`src/rtl/vram_arbiter.sv`:
```
// vram_arbiter: single-port video-memory arbiter. Display fetches always win;
// CPU writes are buffered and drained into free slots, and CPU reads wait
// until every earlier buffered write has reached memory.
module vram_arbiter #(
  parameter int ADDR_W     = 12,
  parameter int DATA_W     = 8,
  parameter int FIFO_DEPTH = 4
) (
  input  logic              clk,
  input  logic              rst_n,
  input  logic              disp_req,
  input  logic [ADDR_W-1:0] disp_addr,
  output logic              disp_rvalid,
  output logic [DATA_W-1:0] disp_rdata,
  input  logic              cpu_req,
  input  logic              cpu_we,
  input  logic [ADDR_W-1:0] cpu_addr,
  input  logic [DATA_W-1:0] cpu_wdata,
  output logic              cpu_ack,
  output logic [DATA_W-1:0] cpu_rdata,
  output logic              wr_pending,
  output logic [ADDR_W-1:0] mem_addr,
  output logic              mem_we,
  output logic [DATA_W-1:0] mem_wdata,
  input  logic [DATA_W-1:0] mem_rdata
);

  localparam int PTR_W = (FIFO_DEPTH > 1) ? $clog2(FIFO_DEPTH) : 1;
  localparam int CNT_W = PTR_W + 1;

  typedef enum logic [1:0] {
    S_IDLE,
    S_RD_PEND,
    S_RD_WAIT,
    S_ACK
  } state_t;

  state_t              r_state;
  state_t              w_state_nxt;

  logic [ADDR_W-1:0]   r_fifo_addr [FIFO_DEPTH];
  logic [DATA_W-1:0]   r_fifo_data [FIFO_DEPTH];
  logic [PTR_W-1:0]    r_wptr;
  logic [PTR_W-1:0]    r_rptr;
  logic [CNT_W-1:0]    r_count;
  logic [CNT_W-1:0]    w_count_nxt;
  logic                r_wr_pending;

  logic                r_disp_rvalid;
  logic [DATA_W-1:0]   r_disp_rdata;
  logic [DATA_W-1:0]   r_cpu_rdata;

  logic                w_empty;
  logic                w_full;
  logic                w_gnt_drain;
  logic                w_gnt_cpurd;
  logic                w_push;
  logic                w_pop;

  assign w_empty     = (r_count == '0);
  assign w_full      = (r_count == CNT_W'(FIFO_DEPTH));
  assign w_gnt_drain = !disp_req && !w_empty;
  assign w_gnt_cpurd = !disp_req && w_empty && (r_state == S_RD_PEND);
  // Push looks only at the current count: a full FIFO refuses even on a pop.
  assign w_push      = (r_state == S_IDLE) && cpu_req && cpu_we && !w_full;
  assign w_pop       = w_gnt_drain;

  // Memory port driven straight from this cycle's fixed-priority grant.
  always_comb begin
    mem_addr  = '0;
    mem_we    = 1'b0;
    mem_wdata = '0;
    if (disp_req) begin
      mem_addr = disp_addr;
    end else if (w_gnt_drain) begin
      mem_addr  = r_fifo_addr[r_rptr];
      mem_we    = 1'b1;
      mem_wdata = r_fifo_data[r_rptr];
    end else if (w_gnt_cpurd) begin
      mem_addr = cpu_addr;
    end
  end

  // Next FIFO occupancy from this cycle's push/pop pair.
  always_comb begin
    w_count_nxt = r_count;
    case ({w_push, w_pop})
      2'b10:   w_count_nxt = r_count + CNT_W'(1);
      2'b01:   w_count_nxt = r_count - CNT_W'(1);
      default: w_count_nxt = r_count;
    endcase
  end

  // Write-buffer storage; contents need no reset, validity lives in r_count.
  always_ff @(posedge clk) begin
    if (w_push) begin
      r_fifo_addr[r_wptr] <= cpu_addr;
      r_fifo_data[r_wptr] <= cpu_wdata;
    end
  end

  // Write-buffer pointers, occupancy and the registered pending flag.
  always_ff @(posedge clk or negedge rst_n) begin
    if (!rst_n) begin
      r_wptr       <= '0;
      r_rptr       <= '0;
      r_count      <= '0;
      r_wr_pending <= 1'b0;
    end else begin
      if (w_push) r_wptr <= r_wptr + PTR_W'(1);
      if (w_pop)  r_rptr <= r_rptr + PTR_W'(1);
      r_count      <= w_count_nxt;
      r_wr_pending <= (w_count_nxt != '0);
    end
  end

  // CPU FSM state register.
  always_ff @(posedge clk or negedge rst_n) begin
    if (!rst_n) r_state <= S_IDLE;
    else        r_state <= w_state_nxt;
  end

  // CPU FSM next-state; a full FIFO leaves a write waiting in IDLE.
  always_comb begin
    w_state_nxt = r_state;
    case (r_state)
      S_IDLE: begin
        if (cpu_req && cpu_we && !w_full) w_state_nxt = S_ACK;
        else if (cpu_req && !cpu_we)      w_state_nxt = S_RD_PEND;
      end
      S_RD_PEND: if (w_gnt_cpurd) w_state_nxt = S_RD_WAIT;
      S_RD_WAIT: w_state_nxt = S_ACK;
      S_ACK:     w_state_nxt = S_IDLE;
      default:   w_state_nxt = S_IDLE;
    endcase
  end

  // Read-data capture for both the display path and CPU reads.
  always_ff @(posedge clk or negedge rst_n) begin
    if (!rst_n) begin
      r_disp_rvalid <= 1'b0;
      r_disp_rdata  <= '0;
      r_cpu_rdata   <= '0;
    end else begin
      r_disp_rvalid <= disp_req;
      if (r_disp_rvalid)         r_disp_rdata <= mem_rdata;
      if (r_state == S_RD_WAIT)  r_cpu_rdata  <= mem_rdata;
    end
  end

  assign disp_rvalid = r_disp_rvalid;
  assign disp_rdata  = r_disp_rdata;
  assign cpu_ack     = (r_state == S_ACK);
  assign cpu_rdata   = r_cpu_rdata;
  assign wr_pending  = r_wr_pending;

endmodule
```
`config.mk`:
```
export PLATFORM = sky130hd
export DESIGN_NAME = vram_arbiter
export DESIGN_NICKNAME = d
export VERILOG_FILES = /design/src/rtl/vram_arbiter.sv
export SDC_FILE = /design/constraint.sdc
export NUM_CORES = 1
export LEC_CHECK = 0
export BUFFER_PORTS_ARGS = -buffer_cell sky130_fd_sc_hd__buf_2
export CORE_UTILIZATION = 55
export DETAILED_ROUTE_END_ITERATION = 8
export PLACE_DENSITY_LB_ADDON = 0.3
export SLEW_MARGIN = 20
export SYNTH_ARGS = -nofsm -noshare
export SYNTH_HDL_FRONTEND = slang
export SYNTH_SLANG_ARGS = --single-unit
```
`constraint.sdc`:
```
create_clock -name clk -period 2.46 [get_ports clk]
set_input_delay 0.246 -clock clk [delete_from_list [all_inputs] [get_ports clk]]
set_output_delay 0.246 -clock clk [all_outputs]
set_load 0.005 [all_outputs]
```
==> flow_results.org, run 1 <==
** Status
- Outcome :: finished clean

** Floorplan
- The floorplan has 32 rows.
- Die Width :: 91.1 um
- In this run the vertical extent of the chip is 91.1 um.
- The floorplan step defined a die boundary enclosing 8290 um^2.
- 85 I/O pins were placed.
- Area inside the core boundary :: 7690 um^2
- The initial utilization of the core area, before any placement, comes to 56.7%.

** Finish
- Flip-flop and latch area :: 3080 um^2
- Number of diodes :: 0
- After routing the design area is 5150 um^2.
- The layout has 550 filler cells.
- Final standard cell count with taps included and fillers excluded :: 441
- In the final layout, the share of cells above drive strength 1 is 43.7%.
- Final layout net count :: 390
- From synthesis to final layout, the design area changed by 18.2%.
- The multi-input combinational cells in the finished layout cover a total of 1160 um^2.

** STA
- Final-layout setup total negative slack :: 0 ns
- The clock arrives with 0.0131 ns of skew.
- Actual transition at the worst max-transition pin :: 0.592 ns
- Setup violations remaining at the end of the flow were counted as 0.
- F_max :: 0.432 GHz
- Final critical delay including setup and external delays :: 2.31 ns
- The count of pins over their slew limit is 0.
- Headroom to the max-slew limit came out at 60.5%.
- Number of failing hold endpoints at the final stage :: 0
- Setup repair after global routing left no endpoint under its margin.
- Tcrit/Tclk final :: 94.0%

** Pwr
- Total power for the finished layout comes to 0.00496 W.
- VDD sags by at most 460 uV.
- Leakage power :: 2.07 nW
- Total power divided by cell area :: 961 nW/um^2

** Clock tree
- The H-tree was split into 3 levels.
- In this run the deepest clock path goes through 2 buffers.
- Number of clock sinks seen by CTS :: 107
- Number of buffers inserted by post-CTS setup repair :: 0
- The number of clock buffers added by TritonCTS is 9.
- TritonCTS built the clock tree.
- At the later pin of the worst-skew pair, clock insertion delay measures 0.36 ns.
- The tree is rooted in a clkbuf_8.
- After clock tree synthesis, the clock-pin slew on the worst setup and hold paths is 0.10 ns.

** Hold path
- Start point of the worst min-delay path :: cpu_wdata[2]
- For hold timing, the worst endpoint is r_fifo_data[1][2].
- Counting instances, the worst hold path has a depth of 1.
- The worst hold path belongs to the class in -> reg.

** Synth
- Dominant cell by count in the synthesized netlist :: edfxtp_1
- After synthesis, the share of flip-flops with an asynchronous set or reset is 25.2%.
- Top flip-flop cell by instance count after synthesis :: edfxtp_1
- Yosys top cell area share :: 55.1%
- Summed over all instances, the cell type with the most area after synthesis is edfxtp_1.
- The cell area that synthesis handed to floorplanning was 4360 um^2.
- Synth Register Bits :: 107
- Yosys mapped a number of flops with a built-in enable equal to 80.
- Main area contributors after synthesis :: edfxtp_1, dfrtp_1, mux4_2
- Sequential-to-total area share from yosys stat :: 70.6%
- Average instance area after synthesis :: 18.5 um^2
- The synthesized netlist contains 27 unique library cells.
- Gate Count Post-Synth :: 236
- During synthesis, Yosys emitted a total of 0 warnings.
- Cell types with the highest counts after synthesis :: edfxtp_1, dfrtp_1, inv_1
- Synthesized netlist net count :: 292

** Global routing
- Pin count of the biggest net entering global routing :: 28
- Total GRT Usage :: 19.1%
- Global-route wire length before repair :: 11,900 um
- Overflow left after global routing :: 0
- The via count of the first global-routing pass is 2,357.
- Antenna violations before repair :: 0

** Setup path
- Startpoint kind of the worst setup timing path :: flop
- Reg2reg setup slack :: 0.15 ns
- STA puts the critical path data arrival time at 2.56 ns.
- The worst register-to-register path begins at r_state[0].
- Required time of the critical path :: 2.71 ns
- Along the worst path, the maximum fanout reaches 6.
- Number of cell instances on the worst register-to-register path :: 11
- Kind of critical path :: reg -> reg
- Capture instance of the worst register-to-register path :: wr_pending
- Type of destination of the critical path :: flop

** Detailed routing
- Detailed Routing Iterations Pass 1 :: 5
- Summed over all layers, the routed wires come to 7620 um.
- WL per Instance :: 17.3 um
- For this run, design rule violations remaining after detail routing come to 0.
- Via Count :: 2,448
- After detailed routing, the number of vias per cell comes to 5.55.
- Drt initial violations :: 140
- The count of nets left with antenna violations once routing finished came out at 0.

** Place
- The count of buffers added on input and output ports is 84.
- Final weighted congestion in routability-driven placement :: 0.773
- Total placed instance area :: 4950 um^2
- Counting tap cells, the placed design contains a total of 424 instances.
- Detailed placement ended at an HPWL of 5150 um.

** Run
- Number of max-cap violations :: 0
## timing repair
item,4_1_cts,5_1_grt
gates resized for setup,0,3
hold buffers,1,0
endpoints found under the hold margin,27,0
endpoints found under the setup margin,0,2
## worst max-delay path, stage by stage, from the launching register on
cell	delay [ns]
dfrtp_1	0.38
inv_1	0.10
ha_2	0.22
and2_1	0.18
inv_1	0.07
ha_1	0.17
inv_1	0.06
fa_1	0.37
xor2_1	0.14
nor2_1	0.06
xor2_1	0.15
or3_1	0.30
## stage by stage
stage	setup slack [ns]	util (%)	hold WS (ns)
after detailed placement	0.0957	64.4	0.289
after floorplan	0.188	-	-0.0496
final	0.147	67.1	0.101
after CTS	0.0809	67.0	0.0883
after global placement	0.152	64.4	0.286
after global routing	0.0234	67.1	0.0891
## report_power, final
| group | switching [W] | internal, W |
|---|---|---|
| Clock | 0.000575 | 0.000435 |
| Sequential | 0.000169 | 0.00219 |
| Combinational | 0.000727 | 0.000862 |
## cells in the final DEF (no fill, tap or decap), drive strengths merged, types with 2 or more instances in the layout
master and instances:
a222oi 12, and2 9, and3 4, buf 96
clkbuf 11, clkinv 2, dfrtp 27, edfxtp 80
ha 10, inv 24, mux2 17, mux2i 3
mux4 20, nand2 4, nor2 5, xnor2 3
xor2 3
## flip-flops by register name, summed over array words and instances (netlist names)
name	count
cpu_rdata	8
disp_rdata	8
disp_rvalid	1
r_count	3
r_fifo_addr	48
r_fifo_data	32
r_rptr	2
r_state	2
r_wptr	2
wr_pending	1
## final cells by class
| cell class | instances | share of cell area [%] |
|---|---|---|
| flip-flops and latches | 107 | 59.7 |
| inverters | 21 | 1.53 |
| clock inverters | 5 | 0.704 |
| clock buffers | 11 | 2.96 |
| repair buffers | 97 | 10.2 |
| multi-input cells | 98 | 22.5 |
| well taps | 102 | 2.48 |
## kinds of logic (layout without fill, tap and decap cells)
group	after synthesis	count (layout)	synth area share [%]
multiplexers	40	40	15.5
adder cells (fa/ha/maj)	11	11	3.33
XOR/XNOR	6	6	1.21
AND/OR/NAND/NOR	25	25	3.07
buffers and inverters	31	134	2.95
flip-flops	107	107	70.6
AO/OA/AOI/OAI	16	16	3.39
## metal layers
layer	vias up	wire length (um)	part of all wire (%)	track usage, %
li1	1112	-	-	-
met1	1209	3300	43	25.8
met2	117	3660	48	30.4
met3	10	561	7.4	4.27
met4	0	103	1.4	7.54
met5	-	0	0	0
## worst max-delay path by stage
stage,from,end,slack [ns],cells after the start
6_report,r_state[0],wr_pending,0.15,11
5_1_grt,r_count[1],wr_pending,0.02,11
4_1_cts,r_state[0],wr_pending,0.08,11
3_5_place_dp,r_state[0],wr_pending,0.1,11
3_3_place_gp,r_state[0],wr_pending,0.15,11
2_1_floorplan,r_count[0],wr_pending,0.19,10
Power figures use the tool's default switching activity.
==> run 2: changes to the inputs <==
==> constraint.sdc (replaced) <==
create_clock -name clk -period 2.46 [get_ports clk]
set_input_delay 0.246 -clock clk [delete_from_list [all_inputs] [get_ports clk]]
set_output_delay 0.246 -clock clk [all_outputs]
set_load 0.02 [all_outputs]
==> run 2 against run 1 <==
  * Core utilization up 0.70 points
  * Global-route usage grew 1.9 points
  * Die area did not move
  * Final cell count increased by 0.68%
  * Worst setup slack got worse by 0.046 ns
==> flow_results.org, run 2 (synthesis results as in run 1) <==
** Status
- Outcome :: finished clean

** Pwr
- Leakage power :: 2.08 nW (+0.41%)
- Sw Pwr :: 0.00182 W (+24%)
- Total power divided by cell area :: 1030 nW/um^2 (+6.6%)
- The clock network fraction of design power is 19.2% (-1.2 points).
- Switching power share of the total :: 34.1% (+4.4 points)
- The peak supply drop is 576 uV (+25%).
- Portion of total power attributed to combinational logic :: 36.3% (+4.2 points)
- The internal cell power came to 0.00352 W (+0.93%).
- Part of the power in registers :: 44.5% (-3.1 points)

** Clock tree
- The H-tree depth reported by CTS was 3 (unchanged).
- The clock transition at the registers of the reported paths is 0.11 ns (about the same).
- The count of clock tree sinks is 107 (unchanged).
- Source-to-sink clock delay at the later pin of the worst-skew pair :: 0.37 ns (about the same)
- The number of CTS-inserted buffers is 9 (unchanged).
- Maximum clock insertion buffer count :: 2 (unchanged)
- The tree is rooted in a clkbuf_8.
- TritonCTS built the clock tree.

** Setup path
- By startpoint and endpoint, the worst setup path is classified as reg -> out.
- The worst setup path is launched from a flop.
- Library cell contributing the largest single delay on the critical path :: mux4_1
- The worst setup slack for register-to-register paths came to 0.23 ns (+0.08 ns).
- The signal on the critical path passes through buf_4 > mux4_1 > a222oi_1 > inv_1 > buf_2.
- The largest fanout on the critical path came to 8 (+2).
- STA classifies the critical path endpoint as an output port.
- The largest incremental delay on the critical path was 0.58 ns (+0.20 ns).
- The critical path data required time is 2.21 ns (-0.50 ns).
- The arrival time at the worst endpoint is 2.11 ns (-0.45 ns).

** Global routing
- The via count of the first global-routing pass came to 2,455 (+4.2%).
- Overflow left after global routing :: 0 (unchanged)
- Antenna violations before repair :: 0 (unchanged)
- The global-route wire length before repair was 12,700 um (+7.3%).
- The maximum number of pins on one net before global-route repair came to 28 (unchanged).
- Total GRT Usage :: 20.9% (+1.9 points)

** Floorplan
- The effective utilization at floorplan is 56.7% (unchanged).
- The die area is 8290 um^2 (unchanged).
- The height of the chip came to 91.1 um (unchanged).
- Die Width :: 91.1 um (unchanged)
- The row count is 32 (unchanged).
- The number of primary I/O pins came to 85 (unchanged).
- The standard cell core area was 7690 um^2 (unchanged).

** Finish
- The number of nets in the final layout was 393 (+0.77%).
- The flip-flop count of the largest register, all copies and words added is 48 (unchanged).
- The antenna cell count was 0 (unchanged).
- In the layout the commonest cells are buf_2, edfxtp_1, dfrtp_1, mux4_2.
- The share of layout cells above drive strength 1 is 47.4% (+3.7 points).
- r_fifo_addr holds more flip-flops than any other register.
- Final design area excluding fillers :: 5210 um^2 (+1.0%)
- Registers with the most flip-flops :: r_fifo_addr x48, r_fifo_data x32
- From synthesis to final layout, the design area changed by 19.4%.
- The library cell used most frequently in the layout, excluding fill and tap cells, is buf_2.

** Detailed routing
- WL per Instance :: 18.3 um (+5.6%)
- DRC violation count after routing :: 0 (unchanged)
- The final wirelength was 8100 um (+6.3%).
- The number of nets with antenna violations after routing is 0 (unchanged).
- The via count normalized by instance count is 5.52 (-0.64%).
- Drt initial violations :: 123 (-12%)
- Detailed Routing Iterations Pass 1 :: 6 (+1)
- The number of vias after detailed routing came to 2,449 (+0.041%).

** Run
- The max-cap check violation count was 0 (unchanged).

** Hold path
- Classification of the worst-slack hold path :: in -> reg

** Place
- Total placed instance area :: 4950 um^2 (unchanged)
- Final weighted congestion in routability-driven placement :: 0.810 (+4.7%)
- The number of port buffers came to 84 (unchanged).
- Estimated wirelength of the detail-placed design :: 5450 um (+5.8%)
- Post-Place Setup Slack :: 0.0919 ns (-0.00383 ns)

** STA
- Hold Slack :: 0.0850 ns (-0.0159 ns)
- The fmax was 0.424 GHz (-2.0%).
- Setup repair after global routing missed its margin :: yes
- Final-layout setup total negative slack :: 0 ns (unchanged)
- Crit path setup slack, layout :: 0.101 ns (-0.0462 ns)
- The count of pins over their slew limit is 0 (unchanged).
- Finish-stage setup viols :: 0 (unchanged)
- Number of failing hold endpoints at the final stage :: 0 (unchanged)
- Final critical delay including setup and external delays :: 2.36 ns (+0.0462 ns)
- The actual transition at the worst max-transition pin is 0.587 ns (-0.00581 ns).
- Max-slew headroom at the worst pin :: 60.9% (+0.39 points)
- The final period utilization was 95.9% (+1.9 points).
- The worst-case clock skew came to 0.0112 ns (-0.00190 ns).
## run 2: cell type report
class,count,area (um^2)
clock buffers,9,124
clock inverters,7,67.6
fillers,530,2480
inverters,21,78.8
multi-input cells,98,1180
flip-flops and latches,107,3080
well taps,102,128
repair buffers,100,551
## run 2: what timing repair did
| action | in CTS | in global routing |
|---|---|---|
| endpoints found under the setup margin | 0 | 4 |
| resized for setup | 0 | 14 |
| hold buffers | 1 | 0 |
| endpoints found under the hold margin | 27 | 0 |
| buffers inserted | 0 | 3 |
## run 2: layer usage
metal,global-route usage [%],wire [um]
met4,8.33,81
met3,3.85,532
met1,27.4,3350
met2,35.1,4140
met5,0,0
## run 2: path summary, 6_finish.rpt
kind / from / endpoint / cells after the start
max in group asynchronous: rst_n / r_rptr[1] / 2
worst min-delay path: cpu_wdata[6] / r_fifo_data[2][6] / 1
worst max-delay path: r_rptr[0] / mem_addr[11] / 5
worst min register to register: disp_rdata[5] / disp_rdata[5] / 1
worst max register to register: r_count[1] / wr_pending / 11
min in group asynchronous: rst_n / cpu_rdata[3] / 2
## run 2: critical path: cells and delay by family (launching register included)
family,cells,cell delay [ns]
muxes,1,0.58
buffers and inverters,3,0.45
DFF,1,0.40
AOI/OAI and AO/OA,1,0.33
## run 2: power groups by stage
stage               Sequential, W  Clock [W]  Combinational, W
floorplan                 0.00245          0           0.00125
global placement          0.00239          0           0.00182
detailed placement        0.00240          0           0.00187
CTS                       0.00236    0.00104           0.00188
global route              0.00241    0.00111           0.00213
finish                    0.00237    0.00103           0.00194
## run 2: metrics by stage
stage / util [%] / cells / power, W
after detailed placement: 64.4 / 424 / 0.00427
final: 67.8 / 444 / 0.00534
after global placement: 64.4 / 424 / 0.00420
after global routing: 67.8 / 444 / 0.00565
after CTS: 67.0 / 441 / 0.00528
after floorplan: - / 236 / 0.00370
